**src/rtl/comp_cond_pkg.sv**
```systemverilog
// Shared types and sizing helpers for the comparator conditioner.
package comp_cond_pkg;

    localparam int unsigned FILT_CNT_W = 16;

    typedef enum logic [1:0] {STABLE, QUALIFY, BLANK} state_t;

    // Blank counter must hold BLANK_TICKS; never narrower than one bit.
    function automatic int unsigned blank_cnt_w(input int unsigned ticks);
        int unsigned w;
        w = $clog2(ticks + 1);
        return (w < 1) ? 1 : w;
    endfunction

endpackage

```
**src/rtl/comp_conditioner_sync_chain.sv**
```systemverilog
// Parameterised N-stage flop synchroniser for asynchronous input pins.
module sync_chain #(
    parameter int unsigned STAGES = 2,
    parameter int unsigned WIDTH  = 1
) (
    input  logic             clk,
    input  logic             reset,
    input  logic [WIDTH-1:0] d,
    output logic [WIDTH-1:0] q
);

    logic [STAGES-1:0][WIDTH-1:0] stage_q;

    always_ff @(posedge clk or posedge reset) begin
        if (reset) begin
            stage_q <= '0;
        end else begin
            stage_q <= {stage_q[STAGES-2:0], d};
        end
    end

    assign q = stage_q[STAGES-1];

endmodule

```
**src/rtl/comp_conditioner.sv**
```systemverilog
// Comparator front end: synchronise, qualify pulse width, blank after PWM/DAC changes.
module comp_conditioner
    import comp_cond_pkg::*;
#(
    parameter int unsigned SYNC_STAGES  = 2,
    parameter int unsigned FILTER_TICKS = 16,
    parameter int unsigned BLANK_TICKS  = 64,
    parameter int unsigned CNT_W        = 16
) (
    input  logic             clk,
    input  logic             reset,
    input  logic             comp_raw,
    input  logic             blank_start,
    input  logic             clear_count,
    output logic             comp_clean,
    output logic             comp_rise,
    output logic             comp_fall,
    output logic             blanking,
    output logic [CNT_W-1:0] glitch_count
);

    localparam int unsigned BLANK_W = blank_cnt_w(BLANK_TICKS);
    localparam logic [FILT_CNT_W-1:0] FILT_TGT   = FILT_CNT_W'(FILTER_TICKS);
    localparam logic [BLANK_W-1:0]    BLANK_LOAD = BLANK_W'(BLANK_TICKS);

    logic sync;

    sync_chain #(
        .STAGES(SYNC_STAGES),
        .WIDTH (1)
    ) u_sync (
        .clk  (clk),
        .reset(reset),
        .d    (comp_raw),
        .q    (sync)
    );

    state_t                state_q, state_d;
    logic [FILT_CNT_W-1:0] filt_cnt_q, filt_cnt_d;
    logic [BLANK_W-1:0]    blank_cnt_q, blank_cnt_d;
    logic                  clean_q, clean_d;
    logic                  rise_q, rise_d;
    logic                  fall_q, fall_d;
    logic                  blanking_q, blanking_d;
    logic [CNT_W-1:0]      glitch_q, glitch_d;
    logic                  glitch_inc;
    logic [FILT_CNT_W-1:0] filt_inc;

    always_ff @(posedge clk or posedge reset) begin
        if (reset) begin
            state_q     <= STABLE;
            filt_cnt_q  <= '0;
            blank_cnt_q <= '0;
            clean_q     <= 1'b0;
            rise_q      <= 1'b0;
            fall_q      <= 1'b0;
            blanking_q  <= 1'b0;
            glitch_q    <= '0;
        end else begin
            state_q     <= state_d;
            filt_cnt_q  <= filt_cnt_d;
            blank_cnt_q <= blank_cnt_d;
            clean_q     <= clean_d;
            rise_q      <= rise_d;
            fall_q      <= fall_d;
            blanking_q  <= blanking_d;
            glitch_q    <= glitch_d;
        end
    end

    always_comb begin
        state_d     = state_q;
        filt_cnt_d  = filt_cnt_q;
        blank_cnt_d = blank_cnt_q;
        clean_d     = clean_q;
        rise_d      = 1'b0;
        fall_d      = 1'b0;
        glitch_inc  = 1'b0;
        glitch_d    = glitch_q;
        filt_inc    = filt_cnt_q + FILT_CNT_W'(1);

        // A new blanking request overrides everything, including a pending qualification.
        if (blank_start && (BLANK_TICKS != 0)) begin
            state_d     = BLANK;
            blank_cnt_d = BLANK_LOAD;
            filt_cnt_d  = '0;
        end else begin
            case (state_q)
                STABLE: begin
                    filt_cnt_d = '0;
                    if (sync != clean_q) begin
                        if (FILT_TGT == FILT_CNT_W'(1)) begin
                            clean_d = sync;
                            rise_d  = sync;
                            fall_d  = ~sync;
                        end else begin
                            state_d    = QUALIFY;
                            filt_cnt_d = FILT_CNT_W'(1);
                        end
                    end
                end
                QUALIFY: begin
                    if (sync != clean_q) begin
                        if (filt_inc == FILT_TGT) begin
                            clean_d    = sync;
                            rise_d     = sync;
                            fall_d     = ~sync;
                            state_d    = STABLE;
                            filt_cnt_d = '0;
                        end else begin
                            filt_cnt_d = filt_inc;
                        end
                    end else begin
                        filt_cnt_d = '0;
                        glitch_inc = 1'b1;
                        state_d    = STABLE;
                    end
                end
                BLANK: begin
                    filt_cnt_d = '0;
                    if (blank_cnt_q <= BLANK_W'(1)) begin
                        blank_cnt_d = '0;
                        state_d     = STABLE;
                    end else begin
                        blank_cnt_d = blank_cnt_q - BLANK_W'(1);
                    end
                end
                default: begin
                    state_d    = STABLE;
                    filt_cnt_d = '0;
                end
            endcase
        end

        if (clear_count) begin
            glitch_d = '0;
        end else if (glitch_inc && (glitch_q != '1)) begin
            glitch_d = glitch_q + CNT_W'(1);
        end

        blanking_d = (state_d == BLANK);
    end

    assign comp_clean   = clean_q;
    assign comp_rise    = rise_q;
    assign comp_fall    = fall_q;
    assign blanking     = blanking_q;
    assign glitch_count = glitch_q;

endmodule

```
**config.mk**
```make
export PLATFORM = sky130hd
export DESIGN_NAME = comp_conditioner
export DESIGN_NICKNAME = d
export VERILOG_FILES = /design/src/rtl/comp_cond_pkg.sv /design/src/rtl/comp_conditioner_sync_chain.sv /design/src/rtl/comp_conditioner.sv
export SDC_FILE = /design/constraint.sdc
export NUM_CORES = 1
export LEC_CHECK = 0
export BUFFER_PORTS_ARGS = -buffer_cell sky130_fd_sc_hd__buf_4
export CORE_MARGIN = 1
export CORE_UTILIZATION = 50
export DETAILED_ROUTE_END_ITERATION = 12
export GPL_TIMING_DRIVEN = 0
export PLACE_DENSITY_LB_ADDON = 0.25
export SLEW_MARGIN = 20
export SYNTH_ARGS = -nofsm -noshare
export SYNTH_HDL_FRONTEND = slang
export SYNTH_HIERARCHICAL = 1
export SYNTH_SLANG_ARGS = --single-unit
```
**constraint.sdc**
```tcl
create_clock -name clk -period 4.8 [get_ports clk]
set_clock_uncertainty 0.15 [all_clocks]
set_input_delay 0.24 -clock clk [delete_from_list [all_inputs] [get_ports clk]]
set_output_delay 0.24 -clock clk [all_outputs]
set_load 0.1 [all_outputs]
```
==> results of run 1 <==
through the flow:
step           utilization  hold slack, ns
2_1_floorplan            -          -0.169
3_3_place_gp         0.590         -0.0410
5_1_grt              0.631           0.144
6_report             0.631           0.126
3_5_place_dp         0.595         -0.0349
4_1_cts              0.631           0.121
per-layer routing:
layer | vias up | share of wire | track usage
met4 | 0 | 0.010 | 0.0689
met2 | 47 | 0.47 | 0.316
met5 | - | 0 | 0
met3 | 7 | 0.040 | 0.0534
li1 | 904 | - | -
met1 | 868 | 0.48 | 0.276
cell type report:
type,instances,area share
Timing Repair Buffer,27,0.0789
Tap cell,52,0.0230
Buffer,5,0.00665
Inverter,8,0.0106
Multi-Input combinational cell,186,0.417
Clock inverter,2,0.0213
Sequential cell,47,0.417
Clock buffer,6,0.0257
registers in the layout (all words and copies together) (netlist names):
signal          cells
comp_rise           1
state_q             2
comp_fall           1
u_sync/stage_q      1
blank_cnt_q         7
filt_cnt_q         16
blanking            1
glitch_count       16
comp_clean          1
u_sync/q            1
worst min-delay path by stage:
stage / from / endpoint / slack [ns] / cells past startpoint
after global routing: clear_count / glitch_count[8]$_DFFE_PP0P_ / 0.14 / 2
after CTS: clear_count / glitch_count[0]$_DFFE_PP0P_ / 0.12 / 2
final: clear_count / glitch_count[0]$_DFFE_PP0P_ / 0.13 / 2
after floorplan: reset / u_sync/q$_DFF_PP0_ / -0.17 / 1
after global placement: reset / u_sync/stage_q[0]$_DFF_PP0_ / -0.04 / 2
after detailed placement: reset / u_sync/stage_q[0]$_DFF_PP0_ / -0.03 / 2
kinds of logic after synthesis:
kind of cell / count (synthesis) / synth area share
xor+xnor: 31 / 0.113
compound gates: 25 / 0.0635
mux: 6 / 0.0271
simple gates: 120 / 0.266
flops: 47 / 0.490
fa+ha+maj: 4 / 0.0208
buf+inv: 13 / 0.0203
worst reg2reg max path, cell delays in order, from the launching register on:
cell and delay, ns:
dfrtp_1 0.41, ha_1 0.27, nand2_1 0.18, nor4_4 0.27
mux2i_1 0.17, nand3b_1 0.19, or4b_4 0.55, mux2_4 0.31
cells in the final DEF, fill, tap and decap left out, types with 4 or more instances in the layout:
| cell | instances |
|---|---|
| inv_1 | 7 |
| buf_4 | 23 |
| clkbuf_8 | 5 |
| nor2_1 | 41 |
| o21ai_0 | 9 |
| nor3_1 | 5 |
| xor2_1 | 16 |
| and3_1 | 7 |
| ha_1 | 4 |
| nand4_1 | 7 |
| clkbuf_1 | 5 |
| dfrtp_1 | 47 |
| nand3_1 | 10 |
| nand2b_1 | 8 |
| a21oi_1 | 7 |
| xnor2_1 | 15 |
| mux2i_1 | 5 |
| nand2_1 | 20 |
power breakdown:
group	leakage [nW]	internal (W)	total, W	switching (W)
combinational	0.552	0.0000667	0.000167	0.000101
clock	0.0654	0.000208	0.000340	0.000131
sequential	0.633	0.000424	0.000454	0.0000300
==> results_dict.tcl, run 1 <==
set metrics [dict create \
    multiInputGateArea_sq_um 1180 \
    placed_cells 322 \
    r2r_end "comp_clean$_DFFE_PP0P_" \
    crit_chain "dlygate4sd3_1 > buf_4 > nor3b_2 > nand2b_1 > a2111oi_1 > nand3_1 > xor2_1 > nor2_1" \
    cpPeakStageDelay_ns 0.91 \
    report.final.hold_viol_count 0 \
    cp-endpoint "glitch_count[15]$_DFFE_PP0P_" \
    gr-total-overflow 0 \
    grt_antenna_before_repair 0 \
    first_iter_violations 85 \
    dr.pass1.iters 8 \
    nNetsFinal 289 \
    setup.worst_path.class "input port to flip-flop" \
    critPathTopFamily "compound AO/OA/AOI/OAI gates" \
    numPortBuffers 23 \
    layout_min_cycle_time_ns 2.67 \
    synth_top_area_share 0.490 \
    yosys.area.top_type "dfrtp_1" \
    cp_num_buf_inv 2 \
    synthFlopType "dfrtp_1" \
    path_depth 8 \
    cts-resized-gates 0 \
    cts-hold-fix-buffers 3 \
    r2r_cells 7 \
    synthArstFlopShare 1.00 \
    tightest_slew_ns 1.06 \
    rows 24 \
    synth_cell_types 40 \
    outcome "complete, but fails checks" \
    post_layout_nonfiller_instances 333 \
    total_power_w 0.000961 \
    end_kind "flip-flop" \
    place_area_sq_um 2660 \
    cts_tree "done" \
    reg2reg_setup_slack_ns 2.21 \
    fmax_ghz 0.375 \
    power-per-cell-area_nw_per_um2 340 \
    wl_per_cell_microns 14.0 \
    startpoint_type "input port" \
    slew_headroom 0.291 \
    fin_crit_sh 0.556 \
    layout-drive-gt1-share 0.142 \
    htree_levels 2 \
    layout_setup_ws_ns 2.13 \
    cp_data_arrival_time_ns 2.70 \
    rsz0062_at_grt "false" \
    antenna_left 0 \
    initial_utilization 0.537 \
    vias_per_cell 5.48 \
    grt_pass1_vias 1674 \
    clockBufferDepth 2 \
    yosys-top-cells-count "47 x dfrtp_1, 41 x nor2_1, 20 x nand2_1" \
    final_area_sq_um 2820 \
    yosysSeqAreaShare 0.490 \
    reg2reg_from "filt_cnt_q[0]$_DFF_PP0_" \
    setup_violations 0 \
    clk_latency_ns 0.30 \
    syn-num-nets 255 \
    synth_warnings 6 \
    wl_microns 4650 \
    min_path_type "input port to flip-flop" \
    die_h_microns 71.3 \
    regArea_sq_um 1180 \
    drc 2 \
    syn_area_sq_um 2400 \
    path_clk_slew_ns 0.09 \
    synth_cells 246 \
    cp.required_ns 4.83 \
    critPathLaunch "blank_start" \
    pre_cts_slack_ns 2.27 \
    dieArea_sq_um 5090 \
    coreArea_sq_um 4470 \
    grt_max_degree 31 \
    path_max_fanout 8 \
    p_leak_nw 1.25 \
    synth_area_per_cell_sq_um 9.77 \
    maxCapViolCount 0 \
    synth_most_common_cell "dfrtp_1" \
    diodes 0 \
    report.final.slew_viol_count 0 \
    yosys-top-cells-area "dfrtp_1 49%, nor2_1 6.4%, xor2_1 5.8%" \
    cts-root-buf "clkbuf_8" \
    vdd_drop_max_mv 0.245 \
    die_w_microns 71.3 \
    tns_ns 0 \
    syn_to_final_growth_pct 17.5 \
    cts.sinks 47 \
    cts_made_buffers 5 \
    vias 1826 \
    synth.ff_latch_count 47 \
    grtUsageTotal 0.203 \
    violations "DRC" \
    grt_pass1_wl_microns 7910 \
    place_congestion 0.837 \
    synth_edf_count 0 \
    hpwl_microns 3260 \
    slowest_stage "a2111oi_1" \
    num_io_pins 25 \
    postCtsSetupBuffers 0 \
    fill_cells 366 \
]
No activity file was read; power rests on OpenSTA's default activity.
==> inputs of run 2 (changes only) <==
==> constraint.sdc (replaced) <==
create_clock -name clk -period 2.18 [get_ports clk]
set_clock_uncertainty 0.15 [all_clocks]
set_input_delay 0.109 -clock clk [delete_from_list [all_inputs] [get_ports clk]]
set_output_delay 0.109 -clock clk [all_outputs]
set_load 0.1 [all_outputs]
==> results_dict.tcl, run 2 (same netlist as run 1, synthesis figures left out) <==
set metrics [dict create \
    cp_data_arrival_time_ns 2.39 \
    hold_end "filt_cnt_q[15]$_DFF_PP0_" \
    cpPeakStageDelay_ns 0.52 \
    final_area_sq_um 3090 \
    p_leak_nw 1.30 \
    top_layer "met4" \
    critPathTopFamily "simple AND/OR/NAND/NOR gates" \
    die_w_microns 71.3 \
    dieArea_sq_um 5090 \
    rsz0062_at_grt "true" \
    outcome "complete, but fails checks" \
    min_path_type "input port to flip-flop" \
    num_io_pins 25 \
    setup_violations 4 \
    startpoint_type "flip-flop" \
    wl_met1_microns 2130 \
    layout_setup_ws_ns -0.164 \
    reg2reg_from "filt_cnt_q[9]$_DFF_PP0_" \
    internal_power_w 0.00146 \
    dr.pass1.iters 4 \
    p_seq_frac 0.487 \
    violations "setup timing" \
    first_iter_violations 86 \
    reg2reg_setup_slack_ns -0.16 \
    wl_per_cell_microns 13.9 \
    die_h_microns 71.3 \
    layout-drive-gt1-share 0.320 \
    vias 1899 \
    grt_pass1_wl_microns 7940 \
    crit_chain "nand4_4 > nor4_4 > mux2i_1 > nand3b_1 > or4b_4 > mux2_4" \
    hold_start "blank_start" \
    power-per-cell-area_nw_per_um2 665 \
    nNetsFinal 302 \
    grt_pass1_vias 1838 \
    cp.required_ns 2.23 \
    cts_tree "done" \
    numPortBuffers 23 \
    drc 0 \
    clockBufferDepth 2 \
    vias_per_cell 5.49 \
    grt_antenna_before_repair 0 \
    initial_utilization 0.537 \
    pre_cts_slack_ns -0.301 \
    slowest_stage "or4b_4" \
    grtUsageTotal 0.200 \
    cp_num_buf_inv 0 \
    swShare 0.288 \
    fill_cells 331 \
    htree_levels 2 \
    fmax_ghz 0.427 \
    tightest_slew_ns 0.481 \
    met3_length_microns 182 \
    final_common_cell "nor2_1" \
    report.final.slew_viol_count 0 \
    antenna_left 0 \
    coreArea_sq_um 4470 \
    diodes 0 \
    clk_latency_ns 0.31 \
    cts-root-buf "clkbuf_8" \
    vdd_drop_max_mv 0.544 \
    report.final.hold_viol_count 0 \
    layout_min_cycle_time_ns 2.34 \
    path_clk_slew_ns 0.09 \
    fin_crit_sh 1.08 \
    setup.worst_path.class "flip-flop to flip-flop" \
    p_sw_w 0.000591 \
    path_max_fanout 5 \
    wl_microns 4820 \
    comb_power_share 0.180 \
    end_kind "flip-flop" \
    rows 24 \
    r2r_end "comp_clean$_DFFE_PP0P_" \
    maxCapViolCount 0 \
    met2_length_microns 2430 \
    layout_common_cells "40 x nor2_1, 37 x buf_4, 23 x dfrtp_1" \
    hpwl_microns 3240 \
    gr-total-overflow 0 \
    path_depth 6 \
    place_area_sq_um 2730 \
    p_clk_frac 0.333 \
    holdPathStages 3 \
    grt_max_degree 35 \
    slew_headroom 0.679 \
    syn_to_final_growth_pct 28.5 \
    cts_made_buffers 5 \
    r2r_cells 6 \
    place_congestion 0.769 \
    cts.sinks 47 \
]
-- run 2: cell count changes in the layout (fill, tap and decap cells not counted), moves of 2 or more --
cell / delta
nor4_2: +2
nor3_2: +2
dfrtp_4: +7
nor4_1: -3
clkbuf_1: -3
buf_4: +14
ha_1: -2
dfrtp_1: -24
nor3_1: -2
dfrtp_2: +17
ha_4: +2
-- run 2: cell type report --
class	count	area, sq um	area share
clock inverters	2	38.8	0.0126
clock buffers	6	82.6	0.0268
inverters	8	30.0	0.00973
well taps	52	65.1	0.0211
flip-flops and latches	47	1220	0.396
plain buffers	3	11.3	0.00365
multi-input cells	186	1300	0.420
repair buffers	42	338	0.109
-- run 2: what timing repair did --
item / CTS / global route
pin swaps: 6 / 5
hold buffers: 4 / 0
setup buffers: 7 / 7
setup endpoints to repair: 10 / 16
endpoints found under the hold margin: 58 / 0
gates resized for setup: 11 / 11
-- run 2: power by group through the flow --
stage	Combinational (W)	Sequential, W	Clock [W]
floorplan	0.000248	0.00104	0
global placement	0.000343	0.00101	0
detailed placement	0.000362	0.00101	0
CTS	0.000376	0.000999	0.000701
global route	0.000420	0.00101	0.000729
finish	0.000370	0.000999	0.000684
-- run 2: worst register-to-register path: stages, from the launching register on --
cell	delay, ns
dfrtp_2	0.42
nand4_4	0.18
nor4_4	0.34
mux2i_1	0.14
nand3b_1	0.17
or4b_4	0.52
mux2_4	0.31
-- run 2: worst max-delay path by stage --
| stage | start | endpoint | slack [ns] |
|---|---|---|---|
| final | filt_cnt_q[9]$_DFF_PP0_ | comp_clean$_DFFE_PP0P_ | -0.16 |
| after detailed placement | filt_cnt_q[3]$_DFF_PP0_ | comp_clean$_DFFE_PP0P_ | -0.30 |
| after global routing | filt_cnt_q[9]$_DFF_PP0_ | comp_clean$_DFFE_PP0P_ | -0.28 |
| after floorplan | filt_cnt_q[3]$_DFF_PP0_ | comp_clean$_DFFE_PP0P_ | -0.11 |
| after CTS | filt_cnt_q[6]$_DFF_PP0_ | comp_clean$_DFFE_PP0P_ | -0.18 |
| after global placement | filt_cnt_q[3]$_DFF_PP0_ | comp_clean$_DFFE_PP0P_ | -0.29 |
-- run 2: through the flow --
stage                     total power [W]  utilization  instances  setup TNS, ns  hold WS [ns]
after floorplan                   0.00129            -        246         -0.132        -0.300
after global placement            0.00136        0.605        321          -1.17        -0.174
after detailed placement          0.00138        0.610        322          -1.20        -0.165
after CTS                         0.00208        0.666        340         -0.715      0.000749
after global routing              0.00216        0.690        346          -1.22        0.0189
final                             0.00205        0.690        346         -0.346       0.00733
-- run 2: layer usage --
metal  vias to the layer above  global-route usage
met3                         7              0.0450
met1                       932               0.251
li1                        933                   -
met2                        27               0.337
met5                         -                   0
met4                         0              0.0800
==> inputs of run 3 (changes only) <==
--- a/config.mk
+++ b/config.mk
@@ -6,11 +6,13 @@
 export NUM_CORES = 1
 export LEC_CHECK = 0
 export BUFFER_PORTS_ARGS = -buffer_cell sky130_fd_sc_hd__buf_4
+export CELL_PAD_IN_SITES_DETAIL_PLACEMENT = 1
+export CELL_PAD_IN_SITES_GLOBAL_PLACEMENT = 2
 export CORE_MARGIN = 1
-export CORE_UTILIZATION = 50
+export CORE_UTILIZATION = 33
 export DETAILED_ROUTE_END_ITERATION = 12
 export GPL_TIMING_DRIVEN = 0
-export PLACE_DENSITY_LB_ADDON = 0.25
+export PLACE_DENSITY_LB_ADDON = 0.1
 export SLEW_MARGIN = 20
 export SYNTH_ARGS = -nofsm -noshare
 export SYNTH_HDL_FRONTEND = slang
==> results_dict.tcl, run 3 (same netlist as run 1, synthesis figures left out) <==
set metrics [dict create \
    reg2reg_setup_slack_ns -0.17 \
    vias_per_cell 4.93 \
    syn_to_final_growth_pct 34.0 \
    numPortBuffers 23 \
    layout_setup_ws_ns -0.174 \
    path_max_fanout 3 \
    tns_ns -0.482 \
    grt_pass1_wl_microns 9980 \
    first_iter_violations 64 \
    grtUsageTotal 0.172 \
    hpwl_microns 4070 \
    maxCapViolCount 0 \
    power-per-cell-area_nw_per_um2 681 \
    vdd_drop_max_mv 0.381 \
    wl_microns 5830 \
    final_core_util 0.466 \
    layout_common_cells "40 x nor2_1, 39 x buf_4, 23 x dfrtp_1" \
    rows 30 \
    min_path_type "input port to async pin" \
    cts_tree "done" \
    layout_min_cycle_time_ns 2.35 \
    grt_max_degree 26 \
    place_congestion 0.701 \
    dr.pass1.iters 4 \
    diodes 0 \
    outcome "complete, but fails checks" \
    dieArea_sq_um 7620 \
    wl_per_cell_microns 14.8 \
    critPathTopFamily "simple AND/OR/NAND/NOR gates" \
    cpPeakStageDelay_ns 0.50 \
    grt_pass1_vias 1957 \
    cts.sinks 47 \
    setup.worst_path.class "flip-flop to flip-flop" \
    setup_violations 7 \
    cp_data_arrival_time_ns 2.41 \
    clockBufferDepth 2 \
    cp.required_ns 2.24 \
    multiInputGateArea_sq_um 1320 \
    report.final.hold_viol_count 0 \
    cts-root-buf "clkbuf_8" \
    slowest_stage "or4b_4" \
    die_h_microns 87.3 \
    vias 1944 \
    drc 0 \
    num_io_pins 25 \
    startpoint_type "flip-flop" \
    die_w_microns 87.3 \
    nNetsFinal 306 \
    gr-total-overflow 0 \
    cts_made_buffers 5 \
    fmax_ghz 0.425 \
    crit_chain "buf_6 > ha_4 > nand2_4 > buf_6 > mux2i_1 > mux2i_1 > nor2_1 > or4b_4 > mux2_4" \
    end_kind "flip-flop" \
    cp_num_buf_inv 2 \
    rsz0062_at_grt "true" \
    regArea_sq_um 1220 \
    tightest_slew_ns 0.530 \
    layout-drive-gt1-share 0.336 \
    clk_latency_ns 0.31 \
    fill_cells 785 \
    slew_headroom 0.647 \
    final_common_cell "nor2_1" \
    p_leak_nw 1.36 \
    antenna_left 0 \
    report.final.slew_viol_count 0 \
    htree_levels 2 \
    violations "setup timing" \
    fin_crit_sh 1.08 \
    coreArea_sq_um 6910 \
    path_clk_slew_ns 0.10 \
    grt_antenna_before_repair 0 \
    initial_utilization 0.348 \
]
==> run 3: changes by cell type in the layout (fill, tap and decap cells not counted), moves of 2 or more <==
| cell | change |
|---|---|
| buf_6 | +2 |
| buf_4 | +2 |
| nand3_2 | +2 |
| nand3_1 | -2 |
==> run 3: routing by layer <==
metal / routed length [microns] / global-route usage / vias to the layer above
met5: 0 / 0 / -
met2: 2860 / 0.284 / 21
met4: 73 / 0.0492 / 0
li1: - / - / 936
met3: 142 / 0.0341 / 6
met1: 2750 / 0.228 / 981
==> run 3: what timing repair did <==
item	CTS	global route
endpoints found under the hold margin	32	0
hold buffers	4	0
setup endpoints to repair	19	23
resized for setup	16	13
buffers inserted	6	12
gates cloned	0	0
pin swaps	4	8
==> run 3: worst min-delay path: stages <==
cell	delay, ns
dlygate4sd3_1	0.54
buf_4	0.14
inv_1	0.08
==> run 3: power breakdown <==
group	leakage [nW]	switching [W]	internal, W	total, W
combinational	0.703	0.000242	0.000165	0.000406
clock	0.0644	0.000321	0.000458	0.000779
sequential	0.590	0.0000735	0.000933	0.00101
total	1.36	0.000636	0.00155	0.00219
==> run 3: through the flow <==
step           hold slack [ns]  power (W)  setup slack (ns)  instances  area, sq um
2_1_floorplan           -0.300    0.00129            -0.110        246         2470
3_3_place_gp            -0.171    0.00138            -0.347        365         2760
3_5_place_dp            -0.164    0.00139            -0.331        366         2780
4_1_cts                 0.0566    0.00219            -0.196        382         3070
5_1_grt                 0.0776    0.00232            -0.251        394         3220
6_report                0.0667    0.00219            -0.174        394         3220
==> run 3: layout make-up <==
class	count	area share
Clock buffer	5	0.0214
Tap cell	96	0.0373
Inverter	8	0.00933
Timing Repair Buffer	46	0.117
Buffer	3	0.00350
Sequential cell	47	0.380
Clock inverter	3	0.0210
Multi-Input combinational cell	186	0.411
==> run 3: path summary, 6_finish.rpt <==
kind | startpoint | to | depth (start not counted)
max reg2reg | filt_cnt_q[1]$_DFF_PP0_ | comp_clean$_DFFE_PP0P_ | 9
min reg2reg | u_sync/stage_q[0]$_DFF_PP0_ | u_sync/q$_DFF_PP0_ | 0
min in group clk | u_sync/stage_q[0]$_DFF_PP0_ | u_sync/q$_DFF_PP0_ | 0
max in group asynchronous | reset | glitch_count[6]$_DFFE_PP0P_ | 4
max | filt_cnt_q[1]$_DFF_PP0_ | comp_clean$_DFFE_PP0P_ | 9
min | reset | u_sync/stage_q[0]$_DFF_PP0_ | 3
